==> src/rtl/mips_pkg.sv <==
// Shared MIPS core definitions: default fetch widths, reset PC and the NOP encoding
// used by instr_fetch_unit, splitInstruction and programMips.
package mips_pkg;

    localparam int unsigned MIPS_ADDR_W   = 5;
    localparam int unsigned MIPS_DATA_W   = 32;
    localparam int unsigned MIPS_RESET_PC = 0;
    localparam logic [31:0] MIPS_NOP      = 32'h0000_0000;

endpackage

==> src/rtl/instr_fetch_unit_if.sv <==
// Fetch-stage bundle: instruction-memory read port, redirect/halt control from FSM_Mips,
// and the valid/ready instruction stream to decode.
interface instr_fetch_unit_if
    import mips_pkg::*;
#(
    parameter int unsigned ADDR_W = MIPS_ADDR_W,
    parameter int unsigned DATA_W = MIPS_DATA_W
) ();

    logic              imem_rd_en;
    logic [ADDR_W-1:0] imem_addr;
    logic [DATA_W-1:0] imem_data;
    logic              redirect_valid;
    logic [ADDR_W-1:0] redirect_pc;
    logic              halt;
    logic              halted;
    logic              out_valid;
    logic              out_ready;
    logic [DATA_W-1:0] out_instr;
    logic [ADDR_W-1:0] out_pc;

    modport master (
        output imem_rd_en, imem_addr, halted, out_valid, out_instr, out_pc,
        input  imem_data, redirect_valid, redirect_pc, halt, out_ready
    );

    modport slave (
        input  imem_rd_en, imem_addr, halted, out_valid, out_instr, out_pc,
        output imem_data, redirect_valid, redirect_pc, halt, out_ready
    );

endinterface

==> src/rtl/instr_fetch_unit_fetch_buf.sv <==
// Two-entry FIFO of {pc, instr} words between instruction memory and decode.
// Entry 0 is always the head; flush empties the queue in one cycle.
module instr_fetch_unit_fetch_buf #(
    parameter int unsigned W = 37
) (
    input  logic         clk,
    input  logic         rst,
    input  logic         flush,
    input  logic         push,
    input  logic         pop,
    input  logic [W-1:0] din,
    output logic         valid,
    output logic [W-1:0] dout,
    output logic [1:0]   count
);

    logic [W-1:0] e0;
    logic [W-1:0] e1;

    always_ff @(posedge clk) begin
        if (rst || flush) begin
            count <= '0;
        end else begin
            unique case ({push, pop})
                2'b10: begin
                    if (count == 2'd0) e0 <= din;
                    else               e1 <= din;
                    count <= count + 2'd1;
                end
                2'b01: begin
                    e0    <= e1;
                    count <= count - 2'd1;
                end
                2'b11: begin
                    // simultaneous push/pop: the new word lands behind whatever remains
                    if (count == 2'd1) begin
                        e0 <= din;
                    end else begin
                        e0 <= e1;
                        e1 <= din;
                    end
                end
                default: ;
            endcase
        end
    end

    assign valid = (count != 2'd0);
    assign dout  = valid ? e0 : '0;

    overflow_a: assert property (@(posedge clk) disable iff (rst || flush)
        !(push && !pop && count == 2'd2));

endmodule

==> src/rtl/instr_fetch_unit.sv <==
// MIPS instruction fetch stage: owns the PC, issues 1-cycle-latency reads to programMips
// and queues returned words for decode, honouring redirects and halt.
module instr_fetch_unit
    import mips_pkg::*;
#(
    parameter int unsigned ADDR_W   = MIPS_ADDR_W,
    parameter int unsigned DATA_W   = MIPS_DATA_W,
    parameter int unsigned RESET_PC = MIPS_RESET_PC
) (
    input  logic               clock,
    input  logic               reset,
    instr_fetch_unit_if.master bus
);

    logic [ADDR_W-1:0]        pc;
    logic [ADDR_W-1:0]        pc_q;
    logic                     inflight;
    logic                     stale;
    logic                     issue;
    logic                     push;
    logic                     pop;
    logic                     buf_valid;
    logic [1:0]               count;
    logic [2:0]               occupancy;
    logic [ADDR_W+DATA_W-1:0] head;

    assign pop       = buf_valid & bus.out_ready;
    assign occupancy = {1'b0, count} + {2'b00, inflight};
    // credit: a slot freed by this cycle's pop may be reused by this cycle's issue
    assign issue     = !reset && !bus.halt && !bus.redirect_valid
                       && (occupancy < 3'd2 + {2'b00, pop});
    assign push      = !reset && inflight && !stale && !bus.redirect_valid;

    always_ff @(posedge clock) begin
        if (reset) begin
            pc       <= ADDR_W'(RESET_PC);
            pc_q     <= '0;
            inflight <= 1'b0;
            stale    <= 1'b0;
        end else begin
            inflight <= issue;
            stale    <= bus.redirect_valid & inflight;
            if (issue) pc_q <= pc;
            if (bus.redirect_valid) pc <= bus.redirect_pc;
            else if (issue)         pc <= pc + ADDR_W'(1);
        end
    end

    instr_fetch_unit_fetch_buf #(
        .W (ADDR_W + DATA_W)
    ) u_fetch_buf (
        .clk   (clock),
        .rst   (reset),
        .flush (bus.redirect_valid),
        .push  (push),
        .pop   (pop),
        .din   ({pc_q, bus.imem_data}),
        .valid (buf_valid),
        .dout  (head),
        .count (count)
    );

    assign bus.imem_rd_en = issue;
    assign bus.imem_addr  = issue ? pc : '0;
    assign bus.out_valid  = buf_valid;
    assign bus.out_pc     = head[ADDR_W+DATA_W-1:DATA_W];
    assign bus.out_instr  = buf_valid ? head[DATA_W-1:0] : DATA_W'(MIPS_NOP);
    assign bus.halted     = bus.halt && !inflight && (count == 2'd0);

endmodule

==> src/flat_wrapper.sv <==
// flat-port wrapper written by rule: the top's interface ports become plain ports
module instr_fetch_unit_flat import mips_pkg::*;
#(
    parameter int unsigned ADDR_W   = MIPS_ADDR_W,
    parameter int unsigned DATA_W   = MIPS_DATA_W,
    parameter int unsigned RESET_PC = MIPS_RESET_PC
)
  (clock, reset, bus_imem_rd_en, bus_imem_addr, bus_halted, bus_out_valid, bus_out_instr, bus_out_pc, bus_imem_data, bus_redirect_valid, bus_redirect_pc, bus_halt, bus_out_ready);
  instr_fetch_unit_if #(.ADDR_W(ADDR_W), .DATA_W(DATA_W)) bus_i ();
  input  logic clock;
  input  logic reset;
  output wire logic [$bits(bus_i.imem_rd_en)-1:0] bus_imem_rd_en;
  output wire logic [$bits(bus_i.imem_addr)-1:0] bus_imem_addr;
  output wire logic [$bits(bus_i.halted)-1:0] bus_halted;
  output wire logic [$bits(bus_i.out_valid)-1:0] bus_out_valid;
  output wire logic [$bits(bus_i.out_instr)-1:0] bus_out_instr;
  output wire logic [$bits(bus_i.out_pc)-1:0] bus_out_pc;
  input wire logic [$bits(bus_i.imem_data)-1:0] bus_imem_data;
  input wire logic [$bits(bus_i.redirect_valid)-1:0] bus_redirect_valid;
  input wire logic [$bits(bus_i.redirect_pc)-1:0] bus_redirect_pc;
  input wire logic [$bits(bus_i.halt)-1:0] bus_halt;
  input wire logic [$bits(bus_i.out_ready)-1:0] bus_out_ready;
  assign bus_imem_rd_en = bus_i.imem_rd_en;
  assign bus_imem_addr = bus_i.imem_addr;
  assign bus_halted = bus_i.halted;
  assign bus_out_valid = bus_i.out_valid;
  assign bus_out_instr = bus_i.out_instr;
  assign bus_out_pc = bus_i.out_pc;
  assign bus_i.imem_data = bus_imem_data;
  assign bus_i.redirect_valid = bus_redirect_valid;
  assign bus_i.redirect_pc = bus_redirect_pc;
  assign bus_i.halt = bus_halt;
  assign bus_i.out_ready = bus_out_ready;
  instr_fetch_unit #(.ADDR_W(ADDR_W), .DATA_W(DATA_W), .RESET_PC(RESET_PC)) u_core (.clock(clock), .reset(reset), .bus(bus_i));
endmodule
==> config.mk <==
export PLATFORM = sky130hd
export DESIGN_NAME = instr_fetch_unit_flat
export DESIGN_NICKNAME = d
export VERILOG_FILES = /design/src/rtl/mips_pkg.sv /design/src/rtl/instr_fetch_unit_if.sv /design/src/rtl/instr_fetch_unit_fetch_buf.sv /design/src/rtl/instr_fetch_unit.sv /design/src/flat_wrapper.sv
export SDC_FILE = /design/constraint.sdc
export NUM_CORES = 1
export LEC_CHECK = 0
export ABC_AREA = 1
export CAP_MARGIN = 20
export CORE_ASPECT_RATIO = 0.5
export CORE_MARGIN = 2
export CORE_UTILIZATION = 55
export DETAILED_ROUTE_END_ITERATION = 6
export GPL_TIMING_DRIVEN = 0
export PLACE_DENSITY = 0.83
export SLEW_MARGIN = 25
export SYNTH_ARGS = -nofsm -noshare
export SYNTH_HDL_FRONTEND = slang
export SYNTH_SLANG_ARGS = --single-unit
==> constraint.sdc <==
create_clock -name clock -period 7.6 [get_ports clock]
set_input_delay 1.52 -clock clock [delete_from_list [all_inputs] [get_ports clock]]
set_output_delay 1.52 -clock clock [all_outputs]
set_load 0.01 [all_outputs]
=== Word-level counts from Yosys, hierarchy flattened ===
Index checks and enable logic that the tools add are counted.

* Logic and storage cells: 57
* Bits of input ports: 42
* Output and inout bits: 45
* Flip-flop bits (word level): 88

* Order comparisons: 1
* Reduce and logical (&&, ||, !) cells: 22
* Add/sub/neg operators: 5
* Eq/ne operators: 7
* Multiplexer cells: 12
* Bitwise gates (word level): 3

{| class="wikitable"
|+ Operator list
! cell !! number
|-
| $mux 37 || 5
|-
| $pmux 37 s3 || 1
|-
| $pmux 37 s2 || 1
|-
| $mux 32 || 1
|-
| $mux 5 || 3
|-
| $logic_and 1x1->1 || 8
|-
| $reduce_bool 2->1 || 4
|-
| $add 5x1->5 const B || 1
|-
| $logic_not 1->1 || 5
|-
| $eq 2x1->1 const B || 2
|-
| $eq 2x2->1 const B || 2
|-
| $ne 2x2->1 const B || 2
|-
| $pmux 2 s2 || 1
|-
| $reduce_and 4->1 || 1
|-
| $add 2x1->3 || 1
|-
| $add 2x1->3 const A || 1
|-
| $lt 3x3->1 || 1
|-
| $reduce_and 3->1 || 1
|-
| $reduce_bool 3->1 || 1
|-
| $add 2x1->2 const B || 1
|-
| $and 1x1->1 || 2
|-
| $logic_not 2->1 || 1
|-
| $ne 2x1->1 const B || 1
|-
| $sub 2x1->2 const B || 1
|-
| other kinds (2) || 2
|}

=== Depth between registers and ports, before layout ===
* Depth after elaboration: 7
* Gate-level depth with buffers: 14
* Depth with buffers taken out: 10

=== Cells and area by module ===
A second synthesis with hierarchy kept.

* Cells, all modules: 480
* Area, all modules: 4286.6 sq um

{| class="wikitable"
|+ Modules (own cells, without submodules)
! module !! sequential area each (sq um) !! instances !! cells each !! area each (sq um)
|-
| instr_fetch_unit_fetch_buf || 2262.2 || 1 || 311 || 3331.9
|-
| instr_fetch_unit || 240.2 || 1 || 169 || 954.7
|}

=== Least setup slack after synthesis ===
Ideal clock, no wire load.

* Path kind: input-to-reg
* Start: input port bus_out_ready
* End: register u_core.u_fetch_buf.e1[0] (enable)
* Data arrival time: 3.922 ns
* Required time: 7.169 ns
* Path buffers: 3
* Setup time: 0.431 ns
* Path slack: 3.247 ns
* Stages on the path: 9
* Path through: nand2_2 > buf_6 > inv_2 > buf_4 > ha_1 > nand2_1 > inv_1 > clkbuf_1 > nor2_1

* Cells in the longest elaborated chain, start to end: 4
* Elaborated cells on any way between the ends: 7
* Those cells by class: eq/ne (4); bitwise (1); reduce/logical (2)

{| class="wikitable"
|+ Ends and longest elaborated chain
! element !! line !! source
|-
| start, declared || flat_wrapper.sv:22 || <nowiki>input wire logic [$bits(bus_i.out_ready)-1:0] bus_out_ready;</nowiki>
|-
| $and 1x1->1 (*) || instr_fetch_unit.sv:27 || <nowiki>assign pop = buf_valid & bus.out_ready;</nowiki>
|-
| $eq 2x2->1 || instr_fetch_unit_fetch_buf.sv:24 || <nowiki>unique case ({push, pop})</nowiki>
|-
| $ne 2x2->1 (no source line) / $reduce_bool 2->1 (equally long branches) || - ||
|-
| $reduce_and 4->1 (no source line) (*) || - ||
|-
| end signal, assigned || instr_fetch_unit_fetch_buf.sv:27 || <nowiki>else e1 <= din;</nowiki>
|-
| end signal, assigned || instr_fetch_unit_fetch_buf.sv:40 || <nowiki>e1 <= din;</nowiki>
|-
| end, declared || instr_fetch_unit_fetch_buf.sv:18 || <nowiki>logic [W-1:0] e1;</nowiki>
|}

Mark *: on every way between the ends. The rest lies on a longest branch, timed or not.
A chain may end at the register's enable or synchronous reset.

=== Worst setup path after layout ===
* Start: input port bus_redirect_valid
* End: output port bus_imem_addr[2]

* Cells in the longest elaborated chain, start to end: 4

{| class="wikitable"
|+ Ends and longest elaborated chain
! element !! line !! source
|-
| start, declared || flat_wrapper.sv:19 || <nowiki>input wire logic [$bits(bus_i.redirect_valid)-1:0] bus_redirect_valid;</nowiki>
|-
| $logic_not 1->1 || instr_fetch_unit.sv:30 || <nowiki>assign issue = !reset && !bus.halt && !bus.redirect_valid</nowiki>
|-
| $logic_and 1x1->1 || instr_fetch_unit.sv:30 ||
|-
| $logic_and 1x1->1 || instr_fetch_unit.sv:31 || <nowiki>&& (occupancy < 3'd2 + {2'b00, pop});</nowiki>
|-
| $mux 5 || instr_fetch_unit.sv:64 || <nowiki>assign bus.imem_addr = issue ? pc : '0;</nowiki>
|-
| end, declared || flat_wrapper.sv:13 || <nowiki>output wire logic [$bits(bus_i.imem_addr)-1:0] bus_imem_addr;</nowiki>
|}

Every way passes these cells.

==> results.py <==
metrics = {
    "outcome": {
        "outcome": "completed",
    },
    "worst_setup_path": {
        "crit_end": "bus_imem_addr[2]",
        "crit_path_max_fanout": 6,
        "reg2reg_to": "u_core.u_fetch_buf.e1[26]",
        "arrival_ns": 3.34,
        "setup.worst_path.start": "bus_redirect_valid",
        "path_class": "in2out",
        "r2r_cells": 13,
        "cp-end-kind": "output port",
        "worstSetupStartpointType": "primary input",
        "reg2reg_slack_ns": 4.79,
        "worstReg2RegStart": "u_core.u_fetch_buf.count[0]",
        "cp_data_required_time_ns": 6.08,
    },
    "yosys": {
        "yosys_warnings": 0,
        "synth_area_leaders": "edfxtp_1 (55%), dfxtp_1 (7.0%), o21ai_0 (7.0%)",
        "synth_top_area_share": 0.554,
        "synth_area_leader_cell": "edfxtp_1",
        "synth_cell_types": 28,
        "syn-cell-area_um2": 4010,
        "ys_ff_latch": 88,
        "avgSynthCellArea_um2": 9.93,
        "synth.yosys.seq_area_share": 0.624,
        "syn-num-nets": 455,
        "synthCells": 404,
    },
    "sta": {
        "setup_ws_ns": 2.74,
        "drv_slew": 0,
        "relSlewSlack": 0.607,
        "grt_setup_unrepaired": "false",
        "fin_skew_ns": 0.00778,
        "fin_crit_sh": 0.640,
        "setup_viol": 0,
        "tightestPinTransition_ns": 0.588,
        "hold_viol": 0,
        "fin_crit_ns": 4.86,
        "fmax_mhz": 206,
        "finalSetupTns_ns": 0,
        "whs_ns": 0.470,
    },
    "layout": {
        "drive_gt1_frac": 0.0906,
        "layout_commonest_cell": "clkdlybuf4s50_1",
        "area_growth_pct": 33.9,
        "final_cell_mix": "clkdlybuf4s50_1 (86), edfxtp_1 (74), nand2_1 (68), inv_1 (56), o21ai_0 (56)",
        "num-nets-final": 554,
        "n_antenna_cell": 0,
    },
    "pwr": {
        "peakVddDrop_mv": 0.129,
        "finalPower_mw": 1.06,
        "p_leak_nw": 1.99,
        "p_per_area_nw_per_um2": 198,
    },
    "clock_tree": {
        "cts_setup_buffers": 0,
        "cts-root-buf": "clkbuf_16",
        "cts_resized": 0,
        "insertion_delay_ns": 0.34,
        "hold_buffers": 0,
        "cts_tree": "done",
        "clk_path_buf_depth": 2,
        "htree_levels": 3,
        "cts.clk_slew.worst_paths_ns": 0.06,
        "cts_buffers": 9,
        "cts.sinks": 88,
    },
    "hold_path": {
        "hold_class": "reg2reg",
    },
    "routing": {
        "drtIter0Drc": 395,
        "viasPerCell": 5.25,
        "vias": 3148,
        "routed_wl_um": 8960,
        "drc_errors": 0,
        "ant_nets": 0,
        "drt_pass1_iterations": 5,
        "routedWlPerCell_um": 14.9,
    },
    "die": {
        "die_y_um": 64.4,
        "chipWidth_um": 125,
        "placementRows": 21,
        "io_pins": 87,
        "fp.dieArea_um2": 8040,
        "core_area_um2": 6860,
        "initial_core_util": 0.585,
    },
    "global_route": {
        "globalRouteOverflowTotal": 0,
        "antenna_found_initial": 0,
        "grt_pass1_vias": 2970,
        "grt_pass1_wl_um": 14000,
        "grt_max_degree": 24,
        "track_usage": 0.231,
    },
    "placement": {
        "preCtsSetupSlack_ns": 2.77,
        "io_buffers": 86,
        "routabilityCongestion": 0.875,
        "detailed_place_hpwl_um": 6070,
    },
    "job": {
        "max_cap_viol_count": 0,
    },
}
flip-flops by register name, summed over array words and instances (netlist names):
signal                    cells
u_core.inflight               1
u_core.pc                     5
u_core.pc_q                   5
u_core.stale                  1
u_core.u_fetch_buf.count      2
u_core.u_fetch_buf.e0        37
u_core.u_fetch_buf.e1        37
cell usage after synthesis, drive strengths merged:
cell    count
nand3      11
buf        12
nor3        2
nor2       46
dfxtp      14
xor2        1
a21oi      11
edfxtp     74
nand2      71
o21ai      78
nand3b      1
ha          9
clkbuf     11
or2         2
nand4       2
inv        59
metal layers:
layer / part of all wire / track usage
met1: 0.41 / 0.282
met4: 0.021 / 0.0857
met2: 0.50 / 0.393
met5: 0 / 0
met3: 0.072 / 0.0695
metrics by stage:
step / area, um^2 / util / cells
after floorplan: 4010 / - / 404
after global placement: 4990 / 0.727 / 582
after detailed placement: 5060 / 0.738 / 584
after CTS: 5370 / 0.783 / 600
after global routing: 5370 / 0.783 / 600
final: 5370 / 0.783 / 600
power by group:
part	internal, mW	switching (mW)
Sequential	0.526	0.00280
Combinational	0.0375	0.0334
Clock	0.287	0.175
worst min path at each step:
stage	startpoint	to	slack, ns	cells past startpoint
CTS	u_core.pc_q[4]	u_core.u_fetch_buf.e1[36]	0.47	0
global route	u_core.pc_q[4]	u_core.u_fetch_buf.e1[36]	0.49	0
finish	u_core.pc_q[4]	u_core.u_fetch_buf.e1[36]	0.47	0
detailed placement	u_core.pc_q[4]	u_core.u_fetch_buf.e1[36]	0.45	0
global placement	u_core.pc_q[4]	u_core.u_fetch_buf.e1[36]	0.45	0
floorplan	u_core.pc_q[0]	u_core.u_fetch_buf.e1[32]	0.42	0
area by class of cell:
class	instances	area, um^2
inverter	59	221
sequential	88	2500
multi-input combinational	234	1170
clock buffer	10	229
fill	435	1490
timing repair buffer	88	916
buffer	23	133
clock inverter	6	83.8
tap	92	115
critical path, stage by stage:
cell	delay, ns
clkdlybuf4s50_1	0.52
inv_2	0.10
nand2_2	0.08
nor2_2	0.14
nand2_2	0.12
inv_1	0.15
nand2_1	0.10
inv_1	0.07
clkdlybuf4s50_1	0.53
cells by family (layout without fill, tap and decap cells):
kind of cell               count (synthesis)  after routing  share of synthesized area
xor gates and xnor gates                   1              1                    0.00218
adders and majority gates                  9              9                     0.0281
AOI/OAI and AO/OA                         89             89                      0.115
and+or+nand+nor                          135            135                      0.143
DFF                                       88             88                      0.624
buffers and inverters                     82            186                     0.0882
No activity file was read; power rests on OpenSTA's default activity.
